$ cat config.mk
export PLATFORM = sky130hd
export DESIGN_NAME = multiplier32_fp_flat
export DESIGN_NICKNAME = d
export VERILOG_FILES = /design/src/rtl/multiplier32_fp_if.sv /design/src/rtl/multiplier32_fp.sv /design/src/flat_wrapper.sv
export SDC_FILE = /design/constraint.sdc
export NUM_CORES = 2
export LEC_CHECK = 0
export CAP_MARGIN = 25
export CORE_MARGIN = 4
export CORE_UTILIZATION = 35
export DETAILED_ROUTE_END_ITERATION = 10
export GPL_TIMING_DRIVEN = 0
export HOLD_SLACK_MARGIN = 0.02
export PLACE_DENSITY_LB_ADDON = 0.08
export SLEW_MARGIN = 30
export SYNTH_ARGS = -nofsm -noshare
export SYNTH_HDL_FRONTEND = slang
export SYNTH_SLANG_ARGS = --single-unit
$ cat constraint.sdc
create_clock -name clk -period 13.4 [get_ports clk]
set_input_delay 2.01 -clock clk [delete_from_list [all_inputs] [get_ports clk]]
set_output_delay 2.01 -clock clk [all_outputs]
set_load 0.01 [all_outputs]
$ cat src/rtl/multiplier32_fp_if.sv
// Request/response bundle for the sequential binary32 multiplier.
interface multiplier32_fp_if;
    logic        start_i;
    logic [31:0] a_i;
    logic [31:0] b_i;
    logic [31:0] product_o;
    logic        done_o;
    logic        nan_o;
    logic        infinit_o;
    logic        overflow_o;
    logic        underflow_o;

    modport master (
        output start_i, a_i, b_i,
        input  product_o, done_o, nan_o, infinit_o, overflow_o, underflow_o
    );

    modport slave (
        input  start_i, a_i, b_i,
        output product_o, done_o, nan_o, infinit_o, overflow_o, underflow_o
    );
endinterface

$ cat src/rtl/multiplier32_fp.sv
// Sequential IEEE-754 binary32 multiplier: IDLE -> UNPACK -> MULT -> NORM,
// three cycles from the start edge to the done pulse. Subnormals are flushed
// and special cases are reported on dedicated, mutually exclusive flags.
module multiplier32_fp (
    input  logic             clk,
    input  logic             rst_n,
    multiplier32_fp_if.slave bus
);
    typedef enum logic [1:0] {IDLE, UNPACK, MULT, NORM} state_t;
    typedef enum logic [2:0] {CLS_NORMAL, CLS_NAN, CLS_INF, CLS_ZERO, CLS_SUB} cls_t;

    state_t state_q, state_d;

    logic [31:0]        a_q, a_d, b_q, b_d;
    logic               sign_q, sign_d;
    logic signed [9:0]  exp_q, exp_d;
    logic [23:0]        ma_q, ma_d, mb_q, mb_d;
    cls_t               cls_q, cls_d;
    logic [47:0]        prod_q, prod_d;
    logic [31:0]        product_q, product_d;
    logic               done_q, done_d;
    logic               nan_q, nan_d, inf_q, inf_d;
    logic               ovf_q, ovf_d, unf_q, unf_d;

    // Classification of the latched operands
    logic               a_nan, a_inf, a_zero, a_sub;
    logic               b_nan, b_inf, b_zero, b_sub;
    cls_t               cls_w;

    // Normalisation and rounding of the registered product
    logic [22:0]        mant_raw;
    logic               guard, rnd, sticky, round_up;
    logic [23:0]        mant_rnd;
    logic signed [9:0]  exp_n, exp_f;
    logic [22:0]        mant_f;

    assign bus.product_o   = product_q;
    assign bus.done_o      = done_q;
    assign bus.nan_o       = nan_q;
    assign bus.infinit_o   = inf_q;
    assign bus.overflow_o  = ovf_q;
    assign bus.underflow_o = unf_q;

    // State register
    always_ff @(posedge clk or negedge rst_n) begin
        if (!rst_n) state_q <= IDLE;
        else        state_q <= state_d;
    end

    // Next-state logic; start is only looked at in IDLE
    always_comb begin
        state_d = state_q;
        case (state_q)
            IDLE:    if (bus.start_i) state_d = UNPACK;
            UNPACK:  state_d = MULT;
            MULT:    state_d = NORM;
            NORM:    state_d = IDLE;
            default: state_d = IDLE;
        endcase
    end

    // Operand classification; NaN (including inf x 0) wins over inf, inf over zero, zero over subnormal
    always_comb begin
        a_nan  = (a_q[30:23] == 8'hFF) && (a_q[22:0] != '0);
        a_inf  = (a_q[30:23] == 8'hFF) && (a_q[22:0] == '0);
        a_zero = (a_q[30:23] == 8'h00) && (a_q[22:0] == '0);
        a_sub  = (a_q[30:23] == 8'h00) && (a_q[22:0] != '0);
        b_nan  = (b_q[30:23] == 8'hFF) && (b_q[22:0] != '0);
        b_inf  = (b_q[30:23] == 8'hFF) && (b_q[22:0] == '0);
        b_zero = (b_q[30:23] == 8'h00) && (b_q[22:0] == '0);
        b_sub  = (b_q[30:23] == 8'h00) && (b_q[22:0] != '0);
        if (a_nan || b_nan || (a_inf && b_zero) || (b_inf && a_zero)) cls_w = CLS_NAN;
        else if (a_inf || b_inf)                                      cls_w = CLS_INF;
        else if (a_zero || b_zero)                                    cls_w = CLS_ZERO;
        else if (a_sub || b_sub)                                      cls_w = CLS_SUB;
        else                                                          cls_w = CLS_NORMAL;
    end

    // Normalise by product bit 47, then round to nearest, ties to even
    always_comb begin
        if (prod_q[47]) begin
            mant_raw = prod_q[46:24];
            guard    = prod_q[23];
            rnd      = prod_q[22];
            sticky   = |prod_q[21:0];
            exp_n    = exp_q + 10'sd1;
        end else begin
            mant_raw = prod_q[45:23];
            guard    = prod_q[22];
            rnd      = prod_q[21];
            sticky   = |prod_q[20:0];
            exp_n    = exp_q;
        end
        round_up = guard && (rnd || sticky || mant_raw[0]);
        mant_rnd = {1'b0, mant_raw} + {23'd0, round_up};
        // A carry out of the rounded mantissa leaves its low 23 bits at zero
        exp_f    = mant_rnd[23] ? (exp_n + 10'sd1) : exp_n;
        mant_f   = mant_rnd[22:0];
    end

    // Datapath and output next values per state
    always_comb begin
        a_d       = a_q;
        b_d       = b_q;
        sign_d    = sign_q;
        exp_d     = exp_q;
        ma_d      = ma_q;
        mb_d      = mb_q;
        cls_d     = cls_q;
        prod_d    = prod_q;
        product_d = product_q;
        nan_d     = nan_q;
        inf_d     = inf_q;
        ovf_d     = ovf_q;
        unf_d     = unf_q;
        done_d    = 1'b0;
        case (state_q)
            IDLE: begin
                if (bus.start_i) begin
                    a_d = bus.a_i;
                    b_d = bus.b_i;
                end
            end
            UNPACK: begin
                sign_d = a_q[31] ^ b_q[31];
                exp_d  = signed'({2'b00, a_q[30:23]}) + signed'({2'b00, b_q[30:23]}) - 10'sd127;
                ma_d   = {1'b1, a_q[22:0]};
                mb_d   = {1'b1, b_q[22:0]};
                cls_d  = cls_w;
            end
            MULT: begin
                prod_d = 48'(ma_q) * 48'(mb_q);
            end
            NORM: begin
                done_d    = 1'b1;
                nan_d     = 1'b0;
                inf_d     = 1'b0;
                ovf_d     = 1'b0;
                unf_d     = 1'b0;
                product_d = '0;
                case (cls_q)
                    CLS_NAN:  nan_d = 1'b1;
                    CLS_INF: begin
                        product_d = {sign_q, 31'h7FFFFFFF};
                        inf_d     = 1'b1;
                    end
                    CLS_ZERO: product_d = '0;
                    CLS_SUB:  unf_d = 1'b1;
                    default: begin
                        if (exp_f >= 10'sd255) begin
                            product_d = {sign_q, 31'h7FFFFFFF};
                            ovf_d     = 1'b1;
                        end else if (exp_f <= 10'sd0) begin
                            unf_d = 1'b1;
                        end else begin
                            product_d = {sign_q, exp_f[7:0], mant_f};
                        end
                    end
                endcase
            end
            default: ;
        endcase
    end

    // Datapath and output registers; reset aborts any operation in flight
    always_ff @(posedge clk or negedge rst_n) begin
        if (!rst_n) begin
            a_q       <= '0;
            b_q       <= '0;
            sign_q    <= 1'b0;
            exp_q     <= '0;
            ma_q      <= '0;
            mb_q      <= '0;
            cls_q     <= CLS_NORMAL;
            prod_q    <= '0;
            product_q <= '0;
            done_q    <= 1'b0;
            nan_q     <= 1'b0;
            inf_q     <= 1'b0;
            ovf_q     <= 1'b0;
            unf_q     <= 1'b0;
        end else begin
            a_q       <= a_d;
            b_q       <= b_d;
            sign_q    <= sign_d;
            exp_q     <= exp_d;
            ma_q      <= ma_d;
            mb_q      <= mb_d;
            cls_q     <= cls_d;
            prod_q    <= prod_d;
            product_q <= product_d;
            done_q    <= done_d;
            nan_q     <= nan_d;
            inf_q     <= inf_d;
            ovf_q     <= ovf_d;
            unf_q     <= unf_d;
        end
    end
endmodule

$ cat src/flat_wrapper.sv
// flat-port wrapper written by rule: the top's interface ports become plain ports
module multiplier32_fp_flat 
  (clk, rst_n, bus_start_i, bus_a_i, bus_b_i, bus_product_o, bus_done_o, bus_nan_o, bus_infinit_o, bus_overflow_o, bus_underflow_o);
  multiplier32_fp_if bus_i ();
  input  logic clk;
  input  logic rst_n;
  input wire logic [$bits(bus_i.start_i)-1:0] bus_start_i;
  input wire logic [$bits(bus_i.a_i)-1:0] bus_a_i;
  input wire logic [$bits(bus_i.b_i)-1:0] bus_b_i;
  output wire logic [$bits(bus_i.product_o)-1:0] bus_product_o;
  output wire logic [$bits(bus_i.done_o)-1:0] bus_done_o;
  output wire logic [$bits(bus_i.nan_o)-1:0] bus_nan_o;
  output wire logic [$bits(bus_i.infinit_o)-1:0] bus_infinit_o;
  output wire logic [$bits(bus_i.overflow_o)-1:0] bus_overflow_o;
  output wire logic [$bits(bus_i.underflow_o)-1:0] bus_underflow_o;
  assign bus_i.start_i = bus_start_i;
  assign bus_i.a_i = bus_a_i;
  assign bus_i.b_i = bus_b_i;
  assign bus_product_o = bus_i.product_o;
  assign bus_done_o = bus_i.done_o;
  assign bus_nan_o = bus_i.nan_o;
  assign bus_infinit_o = bus_i.infinit_o;
  assign bus_overflow_o = bus_i.overflow_o;
  assign bus_underflow_o = bus_i.underflow_o;
  multiplier32_fp u_core (.clk(clk), .rst_n(rst_n), .bus(bus_i));
endmodule
==> results.py <==
metrics = {
    "routing": {
        "antenna_left": 0,
        "dr.pass1.iters": 5,
        "route.vias.total": 21900,
        "routed_via_density": 5.11,
        "wirelength_mm": 99.8,
        "post-route-drc-count": 0,
        "routedWlPerCell_um": 23.3,
        "drtIter0Drc": 1317,
    },
    "cts": {
        "numCtsBuffers": 25,
        "ctsLongestPathBuffers": 3,
        "cts_resized": 0,
        "holdBufCountCts": 0,
        "htreeDepth": 1,
        "cts-root-buf": "clkbuf_16",
        "clock_sinks": 212,
        "cts_tree": "built",
        "clkSlewWorstSetupHoldPaths_ns": 0.06,
        "cts_setup_buffers": 0,
        "clk-insertion-delay-late_ns": 0.57,
    },
    "synthesis": {
        "synth-edff-count": 0,
        "muxShareOfSynthArea_pct": 6.37,
        "syn_inst": 3068,
        "ys_async_sr_fraction_pct": 100,
        "synth_top_family_by_area": "adder cells",
        "synthXorXnorAreaFrac_pct": 2.92,
        "netlist_area_mm2": 0.0294,
        "synth.distinct_cells": 82,
        "yosys_most_used_dff": "dfrtp_1",
        "synth_nets": 3810,
        "synth_simple_gate_area_share_pct": 15.6,
        "synth-seq-cells": 212,
        "synth_top_area_cell": "fa_1",
        "synth_fa_ha_area_share_pct": 41.1,
        "avgSynthCellArea_um2": 9.57,
        "synth-seq-area-share_pct": 18.1,
        "yosysTopAreaCellShare_pct": 32.9,
        "yosys_warnings": 0,
        "synth_area_leaders": "fa_1 (33%), dfrtp_1 (18%), ha_1 (8.2%)",
        "synth_compound_area_share_pct": 6.16,
    },
    "placement": {
        "place_congestion": 0.951,
        "portBuffers": 103,
        "dpl.hpwl_mm": 81.1,
    },
    "cells_and_area": {
        "syn2layout_area_growth_pct": 11.2,
        "multi_input_area_mm2": 0.0212,
        "nNetsFinal": 3942,
        "ff_latch_area_mm2": 0.00531,
        "num-fill-cells": 8333,
        "final_layout_size_suffix_gt1_share_pct": 7.00,
    },
    "floorplanning": {
        "ios": 104,
        "core_area_mm2": 0.0826,
        "die_w_um": 298,
        "rows": 105,
        "die_area_mm2": 0.0886,
        "initial_core_util_pct": 35.5,
        "die_y_um": 298,
    },
    "timing": {
        "fin_setup_tns_ns": 0,
        "finalHoldViolations": 0,
        "rsz0062_at_grt": "false",
        "finalSetupViolCount": 0,
        "slew_headroom_pct": 28.4,
        "post-route-period-util_pct": 68.4,
        "drv_slew": 0,
        "max_freq_ghz": 0.109,
        "finalCriticalPeriod_ns": 9.16,
        "fin_skew_ns": 0.0317,
        "tightest_slew_ns": 1.07,
    },
    "worst_setup_path": {
        "worstPathRequired_ns": 13.84,
        "start_kind": "flop",
        "critPathArrivalTime_ns": 9.61,
        "crit_type": "flop to flop",
        "end_kind": "flop",
        "path_max_fanout": 10,
    },
    "grt": {
        "grtUsageTotal_pct": 22.9,
        "grt_remaining_overflow": 0,
        "antenna_found_initial": 3,
        "grt_max_degree": 87,
        "grt_pass1_wl_mm": 153,
        "grt_pass1_vias": 24000,
    },
    "worst_hold_path": {
        "hold_path.class": "flop to flop",
    },
    "status": {
        "outcome": "complete, no violations",
    },
    "flow_run": {
        "drv_cap": 0,
    },
}
cell families (layout without fill, tap and decap cells):
group,count (synthesis),count (layout)
AO/OA/AOI/OAI,264,264
XOR/XNOR,98,98
adder cells (fa/ha/maj),676,676
buffers and inverters,756,904
flip-flops,212,212
multiplexers,168,168
other,0,4
AND/OR/NAND/NOR,894,894
cell usage in the layout (no fill, tap or decap), types with 5 or more instances in the layout:
master           Yosys  final
a211oi_1             6      6
xor2_1              37     37
a21oi_1             81     81
o221ai_1            18     18
clkbuf_16            0     25
buf_2                7      7
nand2b_1            10     10
clkbuf_1           155    159
xnor2_1             61     61
mux2_2             151    151
inv_1              585    585
and4_1               6      6
a21o_1              34     34
nor2b_1              9      9
a22oi_1              6      6
ha_1               192    192
and2_1             308    308
nor2_1              60     60
and3_1              12     12
mux2i_1             17     17
nand4_1             33     33
nand3_1             40     40
o21bai_1            15     15
clkdlybuf4s50_1      0    102
o21ai_0             30     30
dfrtp_1            212    212
nand2_1            358    358
o31ai_1              5      5
o22ai_1              5      5
nor4_1              21     21
o211ai_1             6      6
fa_1               483    483
a31oi_1              7      7
nor3_1              10     10
final cells by class:
class                           instances  area share, %
Multi-Input combinational cell       2100           64.9
Sequential cell                       212           16.2
Inverter                              586           6.74
Tap cell                             1070           4.10
Timing Repair Buffer                  105           3.34
Clock buffer                           36           2.16
Buffer                                170           2.07
Clock inverter                          7          0.395
Antenna cell                            4         0.0307
Yosys cell counts (12+ instances only):
master and number:
dfrtp_1 212, nand2_1 358, mux2_2 151, nor4_1 21, and2_1 308, nand4_1 33, a21oi_1 81, inv_1 585
o21bai_1 15, o221ai_1 18, nor2_1 60, nand3_1 40, o21ai_0 30, clkbuf_1 155, mux2i_1 17, xnor2_1 61
and3_1 12, fa_1 483, xor2_1 37, a21o_1 34, ha_1 192
path summary, 6_finish.rpt:
check / start / to / slack (ns) / cells past startpoint
hold reg to reg: u_core.bus.overflow_o / u_core.bus.overflow_o / 0.48 / 1
max in group asynchronous: rst_n / u_core.mb_q[21] / 11.12 / 2
setup / recovery: u_core.mb_q[6] / u_core.prod_q[47] / 4.24 / 23
min in group asynchronous: rst_n / u_core.bus.product_o[31] / 1.42 / 1
hold / removal: u_core.bus.overflow_o / u_core.bus.overflow_o / 0.48 / 1
setup reg to reg: u_core.mb_q[6] / u_core.prod_q[47] / 4.24 / 23
routing by layer:
layer	routed length, µm	GRT usage, %
met1	43800	30.6
met2	46800	38.1
met3	5330	3.47
met4	3830	7.77
met5	0	0
registers in the layout (all words and copies together), names as in the netlist, 2 cells and up:
register,cells
u_core.state_q,2
u_core.bus.product_o,32
u_core.mb_q,24
u_core.ma_q,23
u_core.b_q,32
u_core.cls_q,3
u_core.prod_q,48
u_core.exp_q,10
u_core.a_q,32
stage by stage:
step / worst slack [ns] / instances / util, % / cell area (µm²) / hold slack [ns]
floorplan: 6.62 / 3068 / - / 29400 / 0.454
global placement: 1.38 / 4241 / 38.4 / 31700 / 0.471
detailed placement: 4.29 / 4243 / 38.5 / 31800 / 0.470
CTS: 4.29 / 4286 / 39.5 / 32600 / 0.482
global route: 3.76 / 4286 / 39.5 / 32600 / 0.515
finish: 4.24 / 4290 / 39.5 / 32700 / 0.479
worst max-delay path, stage by stage, from the launching register on:
cell	delay (ns)
dfrtp_1	0.88
clkbuf_1	0.84
and2_1	0.28
fa_1	0.42
fa_1	0.52
inv_1	0.05
fa_1	0.38
fa_1	0.56
inv_1	0.06
fa_1	0.51
fa_1	0.50
inv_1	0.05
fa_1	0.57
inv_1	0.07
ha_1	0.26
clkbuf_1	0.33
nand4_1	0.15
a21oi_1	0.15
o21ai_0	0.25
a2111oi_0	0.93
o31ai_1	0.25
a2111oi_0	0.56
o21ai_0	0.19
a31o_2	0.28
Power is not shown: default switching activity piles up to over one toggle a cycle in this logic, so the estimate is an artifact.
